**src/rtl/button_event_pkg.sv**
```systemverilog
// button_event_pkg: shared types and constants for the button event classifier.
//   state_t          - classifier FSM states
//   DEF_*_CYCLES     - default timing parameters (100 MHz clock)
//   max3()           - largest of three values, used to size the shared counter
package button_event_pkg;

    typedef enum logic [2:0] {
        IDLE  = 3'd0,
        HELD  = 3'd1,
        LONG  = 3'd2,
        GAP   = 3'd3,
        HELD2 = 3'd4
    } state_t;

    localparam int DEF_LONG_CYCLES   = 100_000_000;
    localparam int DEF_GAP_CYCLES    = 30_000_000;
    localparam int DEF_REPEAT_CYCLES = 20_000_000;

    function automatic int max3(input int a, input int b, input int c);
        int m;
        m = (a > b) ? a : b;
        return (m > c) ? m : c;
    endfunction

endpackage

```
**src/rtl/button_event_edge_detect.sv**
```systemverilog
// edge_detect: registers a clean synchronous level and flags its edges.
//   clk_in    - clock
//   rst_n_in  - asynchronous active-low reset (prev level clears to 0)
//   level_in  - clean level, already synchronous to clk_in
//   rise_out  - combinational strobe, level_in & ~prev
//   fall_out  - combinational strobe, ~level_in & prev
module edge_detect (
    input  logic clk_in,
    input  logic rst_n_in,
    input  logic level_in,
    output logic rise_out,
    output logic fall_out
);

    logic prev_q;
    logic prev_d;

    always_comb begin
        prev_d = level_in;
    end

    always_ff @(posedge clk_in or negedge rst_n_in) begin
        if (!rst_n_in) begin
            prev_q <= 1'b0;
        end else begin
            prev_q <= prev_d;
        end
    end

    assign rise_out = level_in & ~prev_q;
    assign fall_out = ~level_in & prev_q;

endmodule

```
**src/rtl/button_event.sv**
```systemverilog
// button_event: turns a debounced button level into single-cycle events.
//   clk_in, rst_n_in - clock, asynchronous active-low reset
//   clean_in         - debounced level, 1 = pressed
//   press_out        - pulse on every rising edge of clean_in
//   release_out      - pulse on every falling edge of clean_in
//   short_out        - pulse once a single short press is confirmed
//   long_out         - pulse when a hold reaches LONG_CYCLES
//   double_out       - pulse on the second press of a double press
//   repeat_out       - pulse every REPEAT_CYCLES while a long press is held
//   long_held_out    - level, high while in LONG
//   state_out        - current FSM state (debug visibility)
// All outputs are registered.
module button_event
    import button_event_pkg::*;
#(
    parameter int LONG_CYCLES   = DEF_LONG_CYCLES,
    parameter int GAP_CYCLES    = DEF_GAP_CYCLES,
    parameter int REPEAT_CYCLES = DEF_REPEAT_CYCLES
) (
    input  logic   clk_in,
    input  logic   rst_n_in,
    input  logic   clean_in,
    output logic   press_out,
    output logic   release_out,
    output logic   short_out,
    output logic   long_out,
    output logic   double_out,
    output logic   repeat_out,
    output logic   long_held_out,
    output state_t state_out
);

    localparam int CNT_W = $clog2(max3(LONG_CYCLES, GAP_CYCLES, REPEAT_CYCLES) + 1);

    localparam logic [CNT_W-1:0] CNT_ONE     = CNT_W'(1);
    localparam logic [CNT_W-1:0] CNT_SAT     = {CNT_W{1'b1}};
    localparam logic [CNT_W-1:0] LONG_LAST   = CNT_W'(LONG_CYCLES - 1);
    localparam logic [CNT_W-1:0] GAP_LAST    = CNT_W'(GAP_CYCLES - 1);
    localparam logic [CNT_W-1:0] REPEAT_LAST = CNT_W'(REPEAT_CYCLES - 1);

    if (LONG_CYCLES < 2 || GAP_CYCLES < 2 || REPEAT_CYCLES < 2) begin : g_param_check
        $error("button_event: LONG/GAP/REPEAT_CYCLES must each be >= 2");
    end

    logic rise;
    logic fall;

    edge_detect u_edge_detect (
        .clk_in   (clk_in),
        .rst_n_in (rst_n_in),
        .level_in (clean_in),
        .rise_out (rise),
        .fall_out (fall)
    );

    state_t           state_q, state_d;
    logic [CNT_W-1:0] cnt_q, cnt_d;
    logic [CNT_W-1:0] cnt_inc;
    logic press_q, press_d;
    logic release_q, release_d;
    logic short_q, short_d;
    logic long_q, long_d;
    logic double_q, double_d;
    logic repeat_q, repeat_d;
    logic long_held_q, long_held_d;

    // Saturating increment: a stuck counter is harmless, a wrapped one would
    // re-trigger thresholds.
    assign cnt_inc = (cnt_q == CNT_SAT) ? cnt_q : cnt_q + CNT_ONE;

    // Counter restarts on every state change. HELD and GAP load 1 because the
    // entry edge already counts as the first held/gap cycle, which puts long
    // at P+LONG_CYCLES-1 and short at R+GAP_CYCLES-1. LONG loads 0 so repeats
    // fall on whole REPEAT_CYCLES periods after long_out.
    always_comb begin
        state_d   = state_q;
        cnt_d     = cnt_q;
        press_d   = rise;
        release_d = fall;
        short_d   = 1'b0;
        long_d    = 1'b0;
        double_d  = 1'b0;
        repeat_d  = 1'b0;

        case (state_q)
            IDLE: begin
                cnt_d = '0;
                if (rise) begin
                    state_d = HELD;
                    cnt_d   = CNT_ONE;
                end
            end
            HELD: begin
                // A release on the threshold edge wins over long.
                if (fall) begin
                    state_d = GAP;
                    cnt_d   = CNT_ONE;
                end else if (cnt_q == LONG_LAST) begin
                    long_d  = 1'b1;
                    state_d = LONG;
                    cnt_d   = '0;
                end else begin
                    cnt_d = cnt_inc;
                end
            end
            LONG: begin
                if (fall) begin
                    state_d = IDLE;
                    cnt_d   = '0;
                end else if (cnt_q == REPEAT_LAST) begin
                    repeat_d = 1'b1;
                    cnt_d    = '0;
                end else begin
                    cnt_d = cnt_inc;
                end
            end
            GAP: begin
                // On expiry the short is confirmed; a coincident press opens
                // a fresh sequence instead of counting as a double.
                if (cnt_q == GAP_LAST) begin
                    short_d = 1'b1;
                    if (rise) begin
                        state_d = HELD;
                        cnt_d   = CNT_ONE;
                    end else begin
                        state_d = IDLE;
                        cnt_d   = '0;
                    end
                end else if (rise) begin
                    double_d = 1'b1;
                    state_d  = HELD2;
                    cnt_d    = '0;
                end else begin
                    cnt_d = cnt_inc;
                end
            end
            HELD2: begin
                if (fall) begin
                    state_d = IDLE;
                    cnt_d   = '0;
                end else begin
                    cnt_d = cnt_inc;
                end
            end
            default: begin
                state_d = IDLE;
                cnt_d   = '0;
            end
        endcase

        long_held_d = (state_d == LONG);
    end

    always_ff @(posedge clk_in or negedge rst_n_in) begin
        if (!rst_n_in) begin
            state_q     <= IDLE;
            cnt_q       <= '0;
            press_q     <= 1'b0;
            release_q   <= 1'b0;
            short_q     <= 1'b0;
            long_q      <= 1'b0;
            double_q    <= 1'b0;
            repeat_q    <= 1'b0;
            long_held_q <= 1'b0;
        end else begin
            state_q     <= state_d;
            cnt_q       <= cnt_d;
            press_q     <= press_d;
            release_q   <= release_d;
            short_q     <= short_d;
            long_q      <= long_d;
            double_q    <= double_d;
            repeat_q    <= repeat_d;
            long_held_q <= long_held_d;
        end
    end

    assign press_out     = press_q;
    assign release_out   = release_q;
    assign short_out     = short_q;
    assign long_out      = long_q;
    assign double_out    = double_q;
    assign repeat_out    = repeat_q;
    assign long_held_out = long_held_q;
    assign state_out     = state_q;

endmodule

```
**config.mk**
```make
export PLATFORM = sky130hd
export DESIGN_NAME = button_event
export DESIGN_NICKNAME = d
export VERILOG_FILES = /design/src/rtl/button_event_pkg.sv /design/src/rtl/button_event_edge_detect.sv /design/src/rtl/button_event.sv
export SDC_FILE = /design/constraint.sdc
export NUM_CORES = 1
export LEC_CHECK = 0
export CAP_MARGIN = 25
export CORE_MARGIN = 3
export CORE_UTILIZATION = 38
export CTS_CLUSTER_SIZE = 40
export DETAILED_ROUTE_END_ITERATION = 6
export HOLD_SLACK_MARGIN = 0.06
export RECOVER_POWER = 50
export SETUP_SLACK_MARGIN = 0.05
export SYNTH_ARGS = -nofsm -noshare
export SYNTH_HDL_FRONTEND = slang
export SYNTH_SLANG_ARGS = --single-unit
```
**constraint.sdc**
```tcl
create_clock -name clk_in -period 3.55 [get_ports clk_in]
set_clock_uncertainty 0.05 [all_clocks]
set_input_delay 0.5325 -clock clk_in [delete_from_list [all_inputs] [get_ports clk_in]]
set_output_delay 0.5325 -clock clk_in [all_outputs]
set_load 0.1 [all_outputs]
```
==> impl_metrics.tcl, run 1 <==
set metrics [dict create \
    fin_area_mm2 0.00232 \
    ctsHtreeMaxLevel 2 \
    groute.usage.overall_pct 15.6 \
    placed_cell_area_mm2 0.00223 \
    fill_cell_count 517 \
    count_of_flip_flops_with_a_built_in_enable_after_synthesis 0 \
    yosys_warnings 0 \
    routed_wire_length_per_instance_um 14.1 \
    worstPathRequired_ns 3.66 \
    clock_path_buffers 2 \
    final_min_period_over_clock_period_pct 79.2 \
    vias_in_the_first_global_route 1583 \
    dp.final_hpwl_um 3060 \
    clk_latency_ns 0.29 \
    post-cts-setup-buffers 0 \
    powerDensity_mw_per_mm2 540 \
    max_clock_freq_mhz 356 \
    final_hold_viol_count 0 \
    clock-root-buffer "clkbuf_8" \
    critical_path.reg2reg.startpoint "cnt_q[17]" \
    routed-via-count 1615 \
    via_per_inst 5.31 \
    crit_type "flop to flop" \
    overflow 0 \
    run_status "complete, but fails checks" \
    num_rows 26 \
    stdcell_count 304 \
    dp_worst_setup_slack_ns 0.775 \
    worst_setup_hold_path_clk_slew_ns 0.07 \
    final_setup_viols 0 \
    initial_utilization_pct 40.0 \
    min-delay-path-class "flop to flop" \
    drt_pre_antenna_iters 5 \
    post_synth_instance_area_mm2 0.00207 \
    floorplan.die.height_um 79.8 \
    timing.critical_path.from_type "flop" \
    cts-resized-gates 0 \
    antennaDiodeCount 0 \
    seq_area_um2 951 \
    hold_slack_ns 0.526 \
    synthCells 220 \
    power.leakage_nw 0.927 \
    worstPathMaxFanout 26 \
    max-vdd-ir-drop_mv 0.309 \
    io_buffer_count 12 \
    grt_antenna_before_repair 0 \
    tightestPinTransition_ns 1.97 \
    number_of_maximum_capacitance_violations 1 \
    synth.lib_cells_used.distinct 44 \
    synth_top_cells_by_area "dfrtp_1 (46%), nor2_1 (6.9%), xor2_1 (5.9%), xnor2_1 (4.7%), nand3_1 (3.6%)" \
    placedCellCount 296 \
    reg2reg_to "cnt_q[17]" \
    fraction_of_final_layout_cells_with_drive_strength_greater_than_1_pct 5.13 \
    cts-buffers-inserted 5 \
    yosysTopAreaCell "dfrtp_1" \
    clock_sink_count 38 \
    first_pass_grt_wire_length_um 7640 \
    postSynth.asyncResetShare_pct 100 \
    grt_max_degree 39 \
    min_delay_path_depth 2 \
    cts_hold_buffers 0 \
    cts_tree "built" \
    final-max-slew-violation-count 39 \
    violated_checks "max-capacitance violations, max-slew violations" \
    synthDominantCellAreaShare_pct 46.0 \
    worst_min_path_start "cnt_q[1]" \
    multiInputGateArea_mm2 0.00105 \
    critPathArrivalTime_ns 2.93 \
    floorplan.core_area_mm2 0.00517 \
    route.antenna.remaining_nets 0 \
    floorplan.io_pins 13 \
    setup_ws_ns 0.739 \
    rsz0062_at_grt "false" \
    drcViolationCount 0 \
    reg2reg_slack_ns 0.74 \
    finalPower_mw 1.25 \
    area_growth_syn_to_layout_pct 12.3 \
    timing.slew.headroom_pct -31.3 \
    finalCriticalPeriod_ns 2.81 \
    synth_sequential_area_ratio_pct 46.0 \
    syn_nets 224 \
    synth.ff_latch_count 38 \
    fp.dieW_um 79.8 \
    drt-total-wl_um 4290 \
    gp_routability_congestion 0.805 \
    layout.core_utilization_pct 44.9 \
    drt_iter0_markers 43 \
    r2r_cell_count 7 \
    fin_nets 237 \
    syn-mean-instance-area_um2 9.40 \
    floorplan.die_area_mm2 0.00636 \
    yosys_most_used_dff "dfrtp_1" \
    hold_endpoint "cnt_q[1]" \
    setup_tns_ns 0 \
    cp-end-kind "flop" \
]
## report_power, final
group	internal, mW	switching [mW]	leakage (nW)
logic	0.131	0.308	0.358
registers	0.464	0.0476	0.521
clock network	0.157	0.147	0.0482
## sequential cells by signal, indices dropped and copies added (netlist names)
signal                flops
long_held_out             1
press_out                 1
release_out               1
repeat_out                1
state_out                 3
short_out                 1
cnt_q                    27
double_out                1
u_edge_detect.prev_q      1
long_out                  1
## Yosys cell counts (2+ instances only)
cell type and n:
xor2_1 14, xnor2_1 11, buf_6 2, nand3_1 15, inv_1 4, a31oi_1 2
o21ai_0 3, o31ai_1 2, nor2_1 38, nand2_1 13, nor3b_1 3, or4b_1 2
and4_1 2, and3_1 5, nand4_1 12, or2_2 3, nor2b_1 3, nor4_1 10
dfrtp_1 38, or4_1 2, a21oi_1 3, nor3_1 4, and2_1 3, clkbuf_1 4
nand2b_1 3
## placed cells by master (no fill, tap or decap), types with 3 or more instances in the layout
cell type        synthesis  layout
nor4_1                  10      10
o21ai_0                  3       3
nand4_1                 12      12
dfrtp_1                 38      38
and3_1                   5       5
clkdlybuf4s50_1          0      10
a21oi_1                  3       3
nor2b_1                  3       3
nor3b_1                  3       3
xnor2_1                 11      11
and2_1                   3       3
nand2_1                 13      13
or2_2                    3       3
nand2b_1                 3       3
xor2_1                  14      14
clkbuf_8                 0       6
nor3_1                   4       4
nand3_1                 15      15
inv_1                    4       4
nor2_1                  38      38
## critical path, stage by stage (launching register included)
cell,delay [ns]
dfrtp_1,0.46
or3b_1,0.39
or4_1,0.54
or2_0,0.30
nor3b_1,0.21
a2111oi_4,0.31
buf_4,0.32
nor2b_1,0.09
## worst max path at each step
stage,start,endpoint,slack [ns],cells after the start
global placement,cnt_q[17],cnt_q[1],0.79,7
global route,cnt_q[0],cnt_q[18],0.57,8
CTS,cnt_q[17],cnt_q[17],0.78,7
detailed placement,cnt_q[17],cnt_q[17],0.77,7
finish,cnt_q[17],cnt_q[17],0.74,7
floorplan,cnt_q[17],cnt_q[26],0.93,7
## layout make-up
| class | count | share of cell area, % |
|---|---|---|
| Tap cell | 70 | 3.77 |
| Timing Repair Buffer | 13 | 5.23 |
| Inverter | 5 | 0.808 |
| Sequential cell | 38 | 40.9 |
| Multi-Input combinational cell | 170 | 45.3 |
| Clock inverter | 1 | 0.216 |
| Clock buffer | 7 | 3.72 |
## kinds of logic after synthesis
| logic type | share of synthesized area, % |
|---|---|
| simple gates | 33.2 |
| buf+inv | 2.97 |
| compound gates | 6.11 |
| fa+ha+maj | 0.605 |
| mux | 0.484 |
| flops | 46.0 |
| xor+xnor | 10.6 |
## routing by layer
layer / track usage (%) / wire (um) / up-vias / share of wire, %
li1: - / - / 811 / -
met3: 3.84 / 185 / 4 / 4.3
met2: 23.5 / 1920 / 30 / 45
met1: 21.8 / 2140 / 770 / 50
met5: 0 / 0 / - / 0
met4: 5.57 / 44 / 0 / 1.0
Power figures use the tool's default switching activity.
==> inputs of run 2 (changes only) <==
Clock period 3.55 ns to 2.57 ns, I/O delays scaled along.
==> run 2 against run 1 <==
Against the previous run:
- the run still ends with max-capacitance violations, max-slew violations left
- total power up 45%
- combinational power up 56%
- setup slack worse by 0.62 ns
- non-clock buffer count up 31
- largest power group unchanged
- maximum frequency up 15%
- wire length up 15%
- count of clock-buffer cells in the layout down 1
- sequential power up 39%
- clock power up 40%
- cell area up 11%
==> impl_metrics.tcl, run 2 (synthesized netlist as in run 1, its figures left out) <==
set metrics [dict create \
    via_per_inst 5.30 \
    routed-via-count 1774 \
    finalPower_mw 1.82 \
    clk_latency_ns 0.29 \
    run_status "complete, but fails checks" \
    groute.usage.overall_pct 16.6 \
    powerDensity_mw_per_mm2 703 \
    floorplan.core_area_mm2 0.00517 \
    io_buffer_count 12 \
    critPathArrivalTime_ns 2.59 \
    fraction_of_final_layout_cells_with_drive_strength_greater_than_1_pct 22.6 \
    routed_wire_length_per_instance_um 14.7 \
    layout.core_utilization_pct 50.0 \
    mostFrequentLayoutCells "nor2_1 (38), dfrtp_1 (38), buf_4 (38)" \
    largest_reg_flops 27 \
    fin_area_mm2 0.00259 \
    power.leakage_nw 1.11 \
    route.antenna.remaining_nets 0 \
    final_min_period_over_clock_period_pct 95.4 \
    floorplan.die_area_mm2 0.00636 \
    gp_routability_congestion 0.873 \
    setup_tns_ns 0 \
    floorplan.io_pins 13 \
    first_pass_grt_wire_length_um 8270 \
    drt_iter0_markers 87 \
    floorplan.die.height_um 79.8 \
    final_setup_viols 0 \
    max_clock_freq_mhz 408 \
    cp-end-kind "flop" \
    fp.dieW_um 79.8 \
    drt-total-wl_um 4920 \
    clock-root-buffer "clkbuf_8" \
    grt_antenna_before_repair 0 \
    vias_in_the_first_global_route 1755 \
    fill_cell_count 500 \
    timing.critical_path.from_type "flop" \
    worst_setup_hold_path_clk_slew_ns 0.07 \
    clock_path_buffers 2 \
    initial_utilization_pct 40.0 \
    num_rows 26 \
    violated_checks "max-capacitance violations, max-slew violations" \
    worstPathMaxFanout 3 \
    placed_cell_area_mm2 0.00241 \
    drcViolationCount 0 \
    cts_tree "built" \
    tightestPinTransition_ns 2.01 \
    cts_hold_buffers 0 \
    antennaDiodeCount 0 \
    max-vdd-ir-drop_mv 0.433 \
    largest_register "cnt_q" \
    final-max-slew-violation-count 39 \
    area_growth_syn_to_layout_pct 25.2 \
    fin_nets 268 \
    rsz0062_at_grt "false" \
    timing.slew.headroom_pct -33.8 \
    worstPathRequired_ns 2.70 \
    finalCriticalPeriod_ns 2.45 \
    min-delay-path-class "flop to flop" \
    number_of_maximum_capacitance_violations 1 \
    crit_type "flop to flop" \
    clock_sink_count 38 \
    grt_max_degree 39 \
    ctsHtreeMaxLevel 2 \
    drt_pre_antenna_iters 4 \
    final_hold_viol_count 0 \
    overflow 0 \
    cts-buffers-inserted 5 \
    dp.final_hpwl_um 3530 \
]
==> run 2: changes by cell type in the layout (fill, tap and decap cells not counted), sizes merged <==
| cell | delta |
|---|---|
| clkdlybuf4s50 | -10 |
| clkbuf | +2 |
| buf | +38 |
| clkinvlp | +1 |
==> run 2: cell type report <==
type	count	area (um^2)	area share (%)
Multi-Input combinational cell	170	1110	42.7
Sequential cell	38	951	36.7
Timing Repair Buffer	44	330	12.8
Tap cell	70	87.6	3.38
Clock buffer	6	82.6	3.19
Inverter	5	18.8	0.725
Clock inverter	2	12.5	0.483
==> run 2: critical path: stages (launching register included) <==
cell and delay (ns):
dfrtp_1 0.40, or3b_4 0.38, or4_4 0.42, or2_4 0.27
nor3b_4 0.16, or4b_1 0.52, o211a_1 0.14
==> run 2: per-layer routing <==
layer | wire (um) | GRT usage, %
met1 | 2330 | 22.0
met2 | 2340 | 26.9
met3 | 187 | 3.50
met4 | 65 | 5.74
met5 | 0 | 0
==> run 2: what timing repair did <==
action / in CTS / in global routing
resized for setup: 0 / 9
setup endpoints to repair: 0 / 27
endpoints found under the hold margin: 0 / 0
buffers inserted: 0 / 6
==> run 2: report_power, final <==
group / leakage [nW] / internal [mW] / switching [mW] / total [mW]
sequential: 0.521 / 0.640 / 0.0679 / 0.708
clock: 0.0472 / 0.216 / 0.211 / 0.427
combinational: 0.540 / 0.234 / 0.452 / 0.686
==> run 2: worst paths after layout <==
kind	start	to	slack (ns)	depth (start not counted)
min reg2reg	cnt_q[6]	cnt_q[6]	0.54	2
max in group asynchronous	rst_n_in	cnt_q[26]	0.71	1
max	cnt_q[25]	cnt_q[0]	0.12	6
min in group asynchronous	rst_n_in	cnt_q[23]	0.61	1
min	cnt_q[6]	cnt_q[6]	0.54	2
max reg2reg	cnt_q[25]	cnt_q[0]	0.12	6
==> run 2: through the flow <==
step / hold slack (ns) / worst slack (ns) / instances
after floorplan: 0.0399 / 0.0562 / 220
after global placement: 0.493 / 0.108 / 321
after detailed placement: 0.498 / 0.0688 / 321
after CTS: 0.184 / 0.0558 / 329
after global routing: 0.599 / 0.0406 / 335
final: 0.539 / 0.118 / 335
